[src/rtl/irq_pkg.sv]
// -----------------------------------------------------------------------------
// irq_pkg
// Shared definitions for the machine-mode interrupt controller:
//   irq_state_t     - trap sequencing state (IDLE, TAKE, HANDLER)
//   IRQ_MIE_BASE    - mie bit position of external line 0
//   MCAUSE_IRQ_BIT  - mcause bit flagging an interrupt (vs. exception)
//   irq_mcause()    - builds the mcause value for an external line index
// -----------------------------------------------------------------------------
package irq_pkg;

    typedef enum logic [1:0] {
        IDLE    = 2'd0,
        TAKE    = 2'd1,
        HANDLER = 2'd2
    } irq_state_t;

    localparam int unsigned IRQ_MIE_BASE   = 16;
    localparam int unsigned MCAUSE_IRQ_BIT = 31;

    // External line k reports cause code 16+k with the interrupt flag set.
    function automatic logic [31:0] irq_mcause(input logic [4:0] idx);
        logic [31:0] cause;
        cause                 = 32'(IRQ_MIE_BASE) + 32'(idx);
        cause[MCAUSE_IRQ_BIT] = 1'b1;
        return cause;
    endfunction

endpackage

[src/rtl/irq_priority_arbiter.sv]
// -----------------------------------------------------------------------------
// irq_priority_arbiter
// Combinational lowest-index priority encoder.
// Ports:
//   req_i    in  NUM_IRQ  request vector
//   valid_o  out 1        at least one request set
//   index_o  out IDX_W    index of the lowest set request (0 when none)
// -----------------------------------------------------------------------------
module irq_priority_arbiter #(
    parameter int NUM_IRQ = 16,
    parameter int IDX_W   = (NUM_IRQ > 1) ? $clog2(NUM_IRQ) : 1
) (
    input  logic [NUM_IRQ-1:0] req_i,
    output logic               valid_o,
    output logic [IDX_W-1:0]   index_o
);

    always_comb begin
        // NOTE: every output of a combinational block gets a default first so
        // no path through the block leaves it unassigned (which infers a latch).
        valid_o = 1'b0;
        index_o = '0;
        // Scan from the top down so the lowest set index is written last.
        for (int i = NUM_IRQ - 1; i >= 0; i--) begin
            if (req_i[i]) begin
                valid_o = 1'b1;
                index_o = IDX_W'(i);
            end
        end
    end

endmodule

[src/rtl/irq_controller.sv]
// -----------------------------------------------------------------------------
// irq_controller
// Machine-mode interrupt controller. Latches rising edges on the external
// request lines, masks them with mie, picks the lowest eligible line and
// sequences trap entry (TAKE) and the handler window until mret.
// Ports:
//   clk_i        in  1        clock
//   rst_ni       in  1        asynchronous active-low reset
//   irq_req_i    in  NUM_IRQ  external requests, rising-edge sensitive
//   mie_i        in  32       interrupt enable CSR; line k is bit 16+k
//   exception_i  in  1        synchronous exception trapped this cycle
//   mret_i       in  1        mret retiring this cycle
//   stall_i      in  1        core stalled, interrupt entry deferred
//   irq_o        out 1        interrupt trap taken (one-cycle pulse)
//   trap_o       out 1        irq_o | exception_i, to CSR trap_i
//   irq_cause_o  out 32       mcause for the taken interrupt
//   irq_ack_o    out NUM_IRQ  one-hot acknowledge, with irq_o
//   in_trap_o    out 1        handler active (TAKE or HANDLER)
// -----------------------------------------------------------------------------
module irq_controller
    import irq_pkg::*;
#(
    parameter int NUM_IRQ = 16
) (
    input  logic               clk_i,
    input  logic               rst_ni,
    input  logic [NUM_IRQ-1:0] irq_req_i,
    input  logic [31:0]        mie_i,
    input  logic               exception_i,
    input  logic               mret_i,
    input  logic               stall_i,
    output logic               irq_o,
    output logic               trap_o,
    output logic [31:0]        irq_cause_o,
    output logic [NUM_IRQ-1:0] irq_ack_o,
    output logic               in_trap_o
);

    localparam int IDX_W = (NUM_IRQ > 1) ? $clog2(NUM_IRQ) : 1;
    localparam logic [31:0] MIE_USED =
        32'(((64'd1 << NUM_IRQ) - 64'd1) << IRQ_MIE_BASE);

    irq_state_t         state_q;
    logic [NUM_IRQ-1:0] req_q;
    logic [NUM_IRQ-1:0] pending_q;
    logic [IDX_W-1:0]   sel_q;
    logic [NUM_IRQ-1:0] eligible;
    logic               win_valid;
    logic [IDX_W-1:0]   win_idx;
    logic               mie_unused;

    // Only the mie bits that map to external lines matter here.
    assign mie_unused = ^(mie_i & ~MIE_USED);

    // -------------------------------------------------------------------------
    // Edge detection and pending latch. A new edge on a line being
    // acknowledged in the same cycle survives: set wins over clear.
    // -------------------------------------------------------------------------
    always_ff @(posedge clk_i or negedge rst_ni) begin
        if (!rst_ni) begin
            req_q     <= '0;
            pending_q <= '0;
        end else begin
            // NOTE: sequential state uses non-blocking assignments so every
            // register samples pre-edge values regardless of statement order.
            req_q     <= irq_req_i;
            pending_q <= (pending_q & ~irq_ack_o) | (irq_req_i & ~req_q);
        end
    end

    // Masking is applied only here, at the selection point; once in TAKE the
    // latched sel_q carries the trap through regardless of mie.
    assign eligible = pending_q & mie_i[IRQ_MIE_BASE +: NUM_IRQ];

    irq_priority_arbiter #(
        .NUM_IRQ (NUM_IRQ),
        .IDX_W   (IDX_W)
    ) u_arbiter (
        .req_i   (eligible),
        .valid_o (win_valid),
        .index_o (win_idx)
    );

    // -------------------------------------------------------------------------
    // Trap sequencing FSM. An exception in IDLE pre-empts any interrupt and
    // leaves pending bits alone; exceptions inside the handler are not tracked.
    // -------------------------------------------------------------------------
    always_ff @(posedge clk_i or negedge rst_ni) begin
        if (!rst_ni) begin
            state_q <= IDLE;
            sel_q   <= '0;
        end else begin
            case (state_q)
                IDLE: begin
                    if (exception_i) begin
                        state_q <= HANDLER;
                    end else if (win_valid && !stall_i) begin
                        state_q <= TAKE;
                        sel_q   <= win_idx;
                    end
                end
                TAKE:    state_q <= HANDLER;
                HANDLER: if (mret_i) state_q <= IDLE;
                default: state_q <= IDLE;
            endcase
        end
    end

    // Outputs decode registered state only; exception_i into trap_o is the
    // single combinational input-to-output path.
    assign irq_o       = (state_q == TAKE);
    assign irq_ack_o   = irq_o ? (NUM_IRQ'(1) << sel_q) : '0;
    assign irq_cause_o = irq_o ? irq_mcause(5'(sel_q)) : '0;
    assign in_trap_o   = (state_q != IDLE);
    assign trap_o      = irq_o | exception_i;

endmodule
[config.mk]
export PLATFORM = sky130hd
export DESIGN_NAME = irq_controller
export DESIGN_NICKNAME = d
export VERILOG_FILES = /design/src/rtl/irq_pkg.sv /design/src/rtl/irq_priority_arbiter.sv /design/src/rtl/irq_controller.sv
export SDC_FILE = /design/constraint.sdc
export NUM_CORES = 1
export LEC_CHECK = 0
export ABC_AREA = 0
export CAP_MARGIN = 20
export CORE_ASPECT_RATIO = 0.9
export CORE_MARGIN = 2
export CORE_UTILIZATION = 25
export DETAILED_ROUTE_END_ITERATION = 7
export GPL_ROUTABILITY_DRIVEN = 0
export PLACE_DENSITY = 0.59
export SETUP_SLACK_MARGIN = 0.1
export SKIP_LAST_GASP = 1
export SYNTH_ARGS = -nofsm -noshare
export SYNTH_HDL_FRONTEND = slang
export SYNTH_SLANG_ARGS = --single-unit
export TNS_END_PERCENT = 30
[constraint.sdc]
create_clock -name clk_i -period 1.55 [get_ports clk_i]
set_clock_uncertainty 0.05 [all_clocks]
set_input_delay 0.465 -clock clk_i [delete_from_list [all_inputs] [get_ports clk_i]]
set_output_delay 0.465 -clock clk_i [all_outputs]
set_load 0.01 [all_outputs]
==> run metrics, run 1 <==
status finished with violations; failing checks negative setup slack; sequential fraction of the synthesis area 49.58%; design area 0.003023 sq mm; clock-pin slew on the worst setup and hold paths 80 ps; Synthesis Warnings 0; via count 1,675; starting density of the core 25.55%; clock insertion delay at the later pin of the skew report 290 ps; XOR/XNOR Fraction of Synth Area 0%; CTS max path bufs 2; Worst Path Required 1030 ps; post-synthesis register bit count 38; Die Span Y 87.10 um; Synth Instances 202; Port Buffers 61; Achievable Freq 493.4 MHz; Synth Area in Compound Gates 15.59%; PwrDens 969.5 mW/mm^2; Initial DRT Pass Iterations 4; simple-gate share of the synthesized area 15.59%; Hold Fails Final Rpt 0; Tcrit/Tclk final 130.8%; nets 358; post-layout util 40.27%; H-tree levels 2; critical path arrival 1510 ps; fin crit period 2027 ps; slowest stage delay, CP 370 ps; mux share of post-synthesis cell area 1.566%; # fillers 765; count of pins over their slew limit 0; Clk pwr share 24.0%; WL/cell 12.69 um; largest family of logic cells by synthesized area buffers and inverters; drc violations 0; P_sw 0.0009461 W; EDFF count, synth 0; sw frac 32.28%; CTS tree built; die area 0.008390 sq mm; internal power component 0.001985 W; critical path fanouts, max 4; share of post-route cells with drive strength above 1 33.01%; first-pass GRT wire length 8493 um; DR vias/cell 4.167; Clock Sinks 38; Detailed Route WL 5100 um; CTS buffer count 5; Ant. Diodes 0; Max-Cap Viols 0; P&R area growth vs syn 57.60%; vias in the first global route 1,745; Critical Path Source Type flip-flop; Syn Area/Cell 9.495 sq um; hold slack 78.68 ps; Crit-path slowest cell dfrtp_1; Setup crit end kind output pin; CTS Hold Bufs 0; Adder-Cell Fraction of Synth Area 0%; Final setup viols 30; Primary FF master, synth dfrtp_1; Hold/Removal Path Class in -> async; core area 0.007507 sq mm; Tot GR Track Use 13.23%; Worst VDD drop 0.3294 mV; ys async rst share 100.0%; placed inst area 0.002885 sq mm; IO Pins 104; final setup margin -476.7 ps; Distinct cells, synth 38; cells along the critical path and2b_4, nand2_4, nor3_2, clkdlybuf4s15_2; global route overflow 0; Crit Path Class reg -> out; pin count of the biggest net entering global routing 39; row count 30; synthesized area 0.001918 sq mm; sequential share of power 40.0%; P_leak 1.480 nW; clk root buf clkbuf_8; post-DP HPWL 4044 um; 1st-iter DRT viols 111; Die W 96.33 um; combinational power share 36.0%; RSZ-0062 raised after global routing true; initial antenna violation count 0; Detail Route Antenna Nets 0
[cells in the final DEF (no fill, tap or decap), types with 2 or more instances in the layout]
cell,count
buf_4,38
dfrtp_1,36
clkdlybuf4s50_1,35
inv_1,28
conb_1,26
buf_2,16
o21ai_0,15
nand2_1,14
o22ai_1,10
nor3_4,7
and2_1,6
clkbuf_8,6
dlygate4sd2_1,6
nor2_2,5
a22oi_1,4
nand3_1,3
nand2b_1,2
nor3_2,2
nor4_4,2
nor2_4,2
nor2_1,2
nand4_1,2
a31oi_1,2
o22a_1,2
o2111ai_1,2
mux2_4,2
buf_6,2
clkdlybuf4s15_2,2
clkbuf_2,2
buf_8,2
dfrtp_2,2
[power by group through the flow]
stage | Clock, W | Sequential (W) | Combinational, W
2_1_floorplan | 0 | 0.00115 | 0.000482
3_3_place_gp | 0 | 0.00120 | 0.000881
3_5_place_dp | 0 | 0.00120 | 0.000893
4_1_cts | 0.000729 | 0.00118 | 0.000998
5_1_grt | 0.000791 | 0.00118 | 0.00115
6_report | 0.000705 | 0.00117 | 0.00105
[metrics by stage]
step	setup slack, ps	power, W	std cells	setup TNS, ps
2_1_floorplan	-86.96	0.001628	227	-1122
3_3_place_gp	-613.9	0.002081	389	-14670
3_5_place_dp	-657.6	0.002095	389	-14950
4_1_cts	-490.7	0.002911	400	-12040
5_1_grt	-552.7	0.003126	402	-13570
6_report	-476.7	0.002931	402	-11050
[per-layer routing]
metal / vias up / wire [um] / global-route usage (%)
met1: 770 / 2324 / 17.66
met2: 65 / 2352 / 21.02
li1: 834 / - / -
met5: - / 0 / 0
met4: 0 / 58 / 3.329
met3: 6 / 364 / 3.983
[repair_timing]
item,4_1_cts,5_1_grt
pin swaps,1,0
resized for setup,93,10
setup endpoints to repair,31,34
buffers inserted,3,2
[worst max-delay path, delay by kind of cell (launching register included)]
family,cells,cell delay (ps)
simple gates,3,590
buf+inv,1,250
flops,1,370
[worst paths after layout]
| kind | to | from | slack (ps) | cells past startpoint |
|---|---|---|---|---|
| setup / recovery | irq_ack_o[9] | state_q[1] | -480 | 4 |
| hold / removal | req_q[8] | rst_ni | 80 | 2 |
| setup reg to reg | sel_q[1] | state_q[0] | -220 | 5 |
| hold reg to reg | pending_q[2] | req_q[2] | 370 | 1 |
| max in group asynchronous | sel_q[0] | rst_ni | 1180 | 2 |
| min in group clk_i | pending_q[2] | req_q[2] | 370 | 1 |
[logic make-up (layout without fill, tap and decap cells)]
family,count (synthesis),in the layout
muxes,2,2
buffers and inverters,61,140
AOI/OAI and AO/OA,43,43
other,1,26
DFF,38,38
and+or+nand+nor,57,57
[cell type report]
class / count / area (sq um) / area share [%]
well taps: 96 / 120.1 / 3.974
repair buffers: 104 / 873.3 / 28.89
clock buffers: 7 / 86.33 / 2.856
inverters: 28 / 105.1 / 3.477
multi-input cells: 128 / 879.6 / 29.10
clock inverters: 1 / 5.005 / 0.1656
flip-flops and latches: 38 / 953.4 / 31.54
[sequential cells by signal, summed over array words and instances (netlist names)]
register	cells
pending_q	16
req_q	16
sel_q	4
state_q	2
[synthesized netlist by cell type, types with 3 or more instances]
master     n  share of area (%)
inv_1     28                5.5
clkbuf_1   4               0.78
and2_1     6                2.0
nand2_1   16                3.1
nand2b_1   3               0.98
o21ai_0   15                3.9
nand3_1    3               0.78
nor2_1     8                1.6
dfrtp_1   38                 50
buf_4     28                 11
o22ai_1   10                3.3
nor3_1     8                2.1
a22oi_1    4                1.6
Note: power is estimated with default switching activity, not from simulation.
==> run 2: changes to the inputs <==
- CAP_MARGIN: 20 -> unset
- PLACE_DENSITY: 0.59 -> 0.57
- SLEW_MARGIN: unset -> 20
- clock period: 1.55 -> 1.9 ns (I/O delays scaled with it)
==> run 2 against run 1 <==
The flow still finishes with violations (negative setup slack); critical path depth increased by 1; sequential power decreased by 15%; first-iteration DRC count decreased by 57%; critical endpoint is now irq_ack_o[11]; highest routed layer unchanged.
==> run metrics, run 2 (synthesis gave the netlist of run 1 again) <==
Worst VDD drop 0.3496 mV (+6.1%); share of post-route cells with drive strength above 1 30.59% (-2.4 points); IO Pins 104 (unchanged); global route overflow 0 (unchanged); PwrDens 790.3 mW/mm^2 (-18%); drc violations 0 (unchanged); busiest grt layer met2; most common cell after layout, fill and taps aside buf_4; most frequent cells in the layout 38 x buf_4, 36 x clkdlybuf4s50_1, 36 x dfrtp_1; fin crit period 2133 ps; critical path fanouts, max 7 (+3); die area 0.008390 sq mm (unchanged); final setup margin -233.1 ps (+243.6 ps); nets 356 (-0.56%); first-pass GRT wire length 7928 um (-6.7%); placed inst area 0.002806 sq mm (-2.7%); DR vias/cell 4.215 (+1.2%); Detail Route Antenna Nets 0 (unchanged); Tcrit/Tclk final 112.3%; # fillers 773 (+1.0%); Hold Fails Final Rpt 0 (unchanged); design area 0.003032 sq mm (+0.29%); Final setup viols 28 (-6.7%); clock insertion delay at the later pin of the skew report 280 ps (about the same); Max-Cap Viols 0 (unchanged); CTS max path bufs 2 (unchanged); met1 Use GR 16.21% (-1.4 points); Buf/Inv on CP 2 (+1); Detailed Route WL 4857 um (-4.8%); Cells after DPL 386 (-0.77%); RSZ-0062 raised after global routing true; vias in the first global route 1,658 (-5.0%); hold slack 274.7 ps (+196.0 ps); Setup TNS Final -4384 ps (+6669 ps); Ant. Diodes 0 (unchanged); largest registers pending_q: 16 flops, req_q: 16 flops, sel_q: 4 flops; CTS tree built; CTS buffer count 5 (unchanged); starting density of the core 25.55% (unchanged); pin count of the biggest net entering global routing 39 (unchanged); count of pins over their slew limit 0 (unchanged); Crit-path slowest cell dfrtp_1; Setup crit end kind output pin; Worst Path Required 1280 ps (+250 ps); Achievable Freq 468.8 MHz; Clock Sinks 38 (unchanged); via count 1,686 (+0.66%); core area 0.007507 sq mm (unchanged); row count 30 (unchanged); delay-heaviest family, CP simple AND/OR/NAND/NOR gates; 1st-iter DRT viols 48 (-57%); Die Span Y 87.10 um (unchanged); slowest stage delay, CP 380 ps (about the same); post-DP HPWL 3887 um (-3.9%); GR Util met3 3.377% (-0.61 points); cells along the critical path and2b_2, nand2_4, buf_6, nor3_4, buf_2; met2 usage 20.45% (-0.57 points); clock-pin slew on the worst setup and hold paths 70 ps (about the same); Hold/Removal Path Class in -> async; critical path arrival 1510 ps (about the same); P_leak 1.490 nW (+0.65%); Die W 96.33 um (unchanged); DP Worst Slack -482.4 ps (+175.2 ps); initial antenna violation count 0 (unchanged); Tot GR Track Use 12.37% (-0.86 points); H-tree levels 2 (unchanged); Port Buffers 61 (unchanged); Initial DRT Pass Iterations 4 (unchanged); Crit Path Class reg -> out; failing checks negative setup slack; final cell count without fillers 400 (-0.50%); clk root buf clkbuf_8; Critical Path Source Type flip-flop; WL/cell 12.14 um (-4.3%); status finished with violations; P&R area growth vs syn 58.06%; CTS Hold Bufs 0 (unchanged)
[run 2: cell types whose count changed in the layout (fill, tap and decap cells not counted), moves of 2 or more]
cell | before | now
nor2_1 | 2 | 5
buf_2 | 16 | 13
buf_6 | 2 | 5
buf_8 | 2 | 0
nor2_2 | 5 | 1
[run 2: per-layer routing]
metal  vias to the layer above  routed length, um
li1                        829                  -
met1                       783               2109
met2                        69               2318
met3                         5                393
met4                         0                 37
met5                         -                  0
[run 2: path summary, 6_finish.rpt]
check / start / slack [ps] / cells past startpoint / endpoint
hold / removal: rst_ni / 270 / 2 / pending_q[1]
hold reg to reg: req_q[5] / 370 / 1 / pending_q[5]
max in group asynchronous: rst_ni / 1150 / 2 / sel_q[2]
setup / recovery: state_q[1] / -230 / 5 / irq_ack_o[11]
min in group clk_i: req_q[5] / 370 / 1 / pending_q[5]
setup reg to reg: state_q[0] / 130 / 5 / sel_q[1]
[run 2: report_power, final]
| group | internal (W) | switching (W) | leakage [nW] | total (W) |
|---|---|---|---|---|
| registers | 0.000886 | 0.000103 | 0.399 | 0.000989 |
| clock network | 0.000393 | 0.000269 | 0.0524 | 0.000661 |
| logic | 0.000377 | 0.000368 | 1.04 | 0.000746 |
[run 2: stage by stage]
stage                     power, W  util [%]
after floorplan           0.001276         -
after global placement    0.001579     37.38
after detailed placement  0.001592     37.38
after CTS                 0.002342     39.38
after global routing      0.002541     40.38
final                     0.002396     40.38
[run 2: area by class of cell]
class,instances,area (sq um),share of cell area [%]
clock buffer,7,76.32,2.518
clock inverter,1,30.03,0.9905
inverter,28,105.1,3.467
multi-input combinational,128,882.1,29.10
sequential,38,953.4,31.45
tap,96,120.1,3.962
timing repair buffer,102,864.6,28.52
[run 2: repair_timing]
item	CTS	global route
setup buffers	2	4
endpoints found under the setup margin	29	30
resized for setup	81	24
pin swaps	4	4
cloned	0	0
endpoints found under the hold margin	0	0
==> run 3: changes to the inputs <==
- clock period: 1.9 -> 2.35 ns (I/O delays scaled with it)
==> run 3 against run 2 <==
The flow still finishes with violations (negative setup slack); highest routed layer unchanged; clock power decreased by 17%; sequential share of layout area increased by 0.32 points; wire length increased by 5.4%; via count decreased by 1.5%; first-iteration DRC count increased by 65%; utilization decreased by 0.25 points; die area unchanged; largest power group unchanged; power decreased by 21%.
==> run metrics, run 3 (synthesis gave the netlist of run 1 again) <==
core area 0.007507 sq mm (unchanged); drc violations 0 (unchanged); Pwr Total 0.001896 W (-21%); via count 1,661 (-1.5%); Setup crit end kind output pin; post-DP HPWL 3790 um (-2.5%); DP Worst Slack -292.7 ps (+189.7 ps); Buf/Inv on CP 2 (unchanged); starting density of the core 25.55% (unchanged); PwrDens 629.2 mW/mm^2 (-20%); fin crit period 2446 ps; Met3 Wirelength 382 um (-2.8%); initial antenna violation count 0 (unchanged); failing checks negative setup slack; WL/cell 13.06 um (+7.6%); delay-heaviest family, CP buffers and inverters; Crit-path slowest cell clkdlybuf4s50_1; clock insertion delay at the later pin of the skew report 290 ps (about the same); Ant. Diodes 0 (unchanged); placed inst area 0.002693 sq mm (-4.1%); critical path arrival 1690 ps (+180 ps); worst reg2reg setup slack 490 ps (+360 ps); final cell count without fillers 392 (-2.0%); most common cell after layout, fill and taps aside clkdlybuf4s50_1; Clock Sinks 38 (unchanged); clk root buf clkbuf_8; die area 0.008390 sq mm (unchanged); Max Used Layer met4; Reg2Reg Depth 6 (+1); Tot GR Track Use 12.50% (+0.14 points); Cells after DPL 374 (-3.1%); status finished with violations; global route overflow 0 (unchanged); Crit Path Class in -> out; row count 30 (unchanged); slowest stage delay, CP 420 ps (+40 ps); critical path fanouts, max 2 (-5); clock-pin slew on the worst setup and hold paths 70 ps (about the same); Worst VDD drop 0.2584 mV (-26%); CTS max path bufs 2 (unchanged); Max-Cap Viols 0 (unchanged); Die W 96.33 um (unchanged); share of post-route cells with drive strength above 1 26.69% (-3.9 points); Hold Fails Final Rpt 0 (unchanged); vias in the first global route 1,625 (-2.0%); H-tree levels 2 (unchanged); Port Buffers 61 (unchanged); final setup margin -96.23 ps (+136.9 ps); Final setup viols 10 (-64%); cells along the critical path clkdlybuf4s50_1, or2_2, dlygate4sd2_1; Detailed Route WL 5120 um (+5.4%); CTS Hold Bufs 0 (unchanged); CTS tree built; design area 0.003013 sq mm (-0.62%); Detail Route Antenna Nets 0 (unchanged); DR WL met2 2428 um (+4.7%); Die Span Y 87.10 um (unchanged); Setup TNS Final -572.1 ps (+3812 ps); Worst Path Required 1590 ps (+310 ps); 1st-iter DRT viols 79 (+65%); P_leak 1.439 nW (-3.4%); Critical Path Source Type input port; most frequent cells in the layout 40 x clkdlybuf4s50_1, 35 x dfrtp_1, 28 x inv_1; Initial DRT Pass Iterations 4 (unchanged); count of pins over their slew limit 0 (unchanged); CTS buffer count 5 (unchanged); Levels on crit path 3 (-2); Hold/Removal Path Class in -> async; DR vias/cell 4.237 (+0.53%); largest registers pending_q: 16 flops, req_q: 16 flops, sel_q: 4 flops; pin count of the biggest net entering global routing 39 (unchanged); RSZ-0062 raised after global routing true; met1 wire length 2285 um (+8.3%); first-pass GRT wire length 7824 um (-1.3%); IO Pins 104 (unchanged); Tcrit/Tclk final 104.1%; P&R area growth vs syn 57.08%; Achievable Freq 408.8 MHz; nets 348 (-2.2%)
-- run 3: timing repair --
item,in CTS,in global routing
setup buffers,5,5
gates resized for setup,57,32
pin swaps,2,3
hold endpoints to repair,0,0
endpoints found under the setup margin,25,25
-- run 3: power breakdown --
group / switching [W] / total (W) / internal, W / leakage (nW)
sequential: 0.000110 / 0.000831 / 0.000721 / 0.398
clock: 0.000235 / 0.000547 / 0.000312 / 0.0579
combinational: 0.000256 / 0.000517 / 0.000261 / 0.984
total: 0.000601 / 0.00190 / 0.00130 / 1.44
-- run 3: stage by stage --
stage	hold WS, ps	utilization (%)
global placement	352.9	35.87
finish	324.8	40.13
floorplan	349.6	-
CTS	318.9	38.98
global route	326.0	40.13
detailed placement	361.0	35.87
-- run 3: path summary, 6_finish.rpt --
check / endpoint / from
max in group asynchronous: sel_q[2] / rst_ni
worst max register to register: sel_q[0] / state_q[1]
worst min-delay path: state_q[1] / rst_ni
worst max-delay path: trap_o / exception_i
min in group clk_i: pending_q[7] / req_q[7]
worst min register to register: pending_q[7] / req_q[7]
-- run 3: worst register-to-register path, delay by kind of cell (launching register included) --
kind | cells | cell delay, ps
DFF | 1 | 380
and+or+nand+nor | 3 | 760
buffers and inverters | 2 | 250
muxes | 1 | 310
-- run 3: per-layer routing --
metal	up-vias	track usage (%)
met5	-	0
li1	813	-
met4	0	3.969
met2	75	19.76
met3	4	3.636
met1	769	16.52
-- run 3: area by class of cell --
| cell class | instances | area, sq um |
|---|---|---|
| clock buffer | 5 | 68.82 |
| clock inverter | 3 | 40.04 |
| fill | 752 | 4494 |
| inverter | 28 | 105.1 |
| multi-input combinational | 128 | 862.1 |
| sequential | 38 | 957.2 |
| tap | 96 | 120.1 |
| timing repair buffer | 94 | 859.6 |
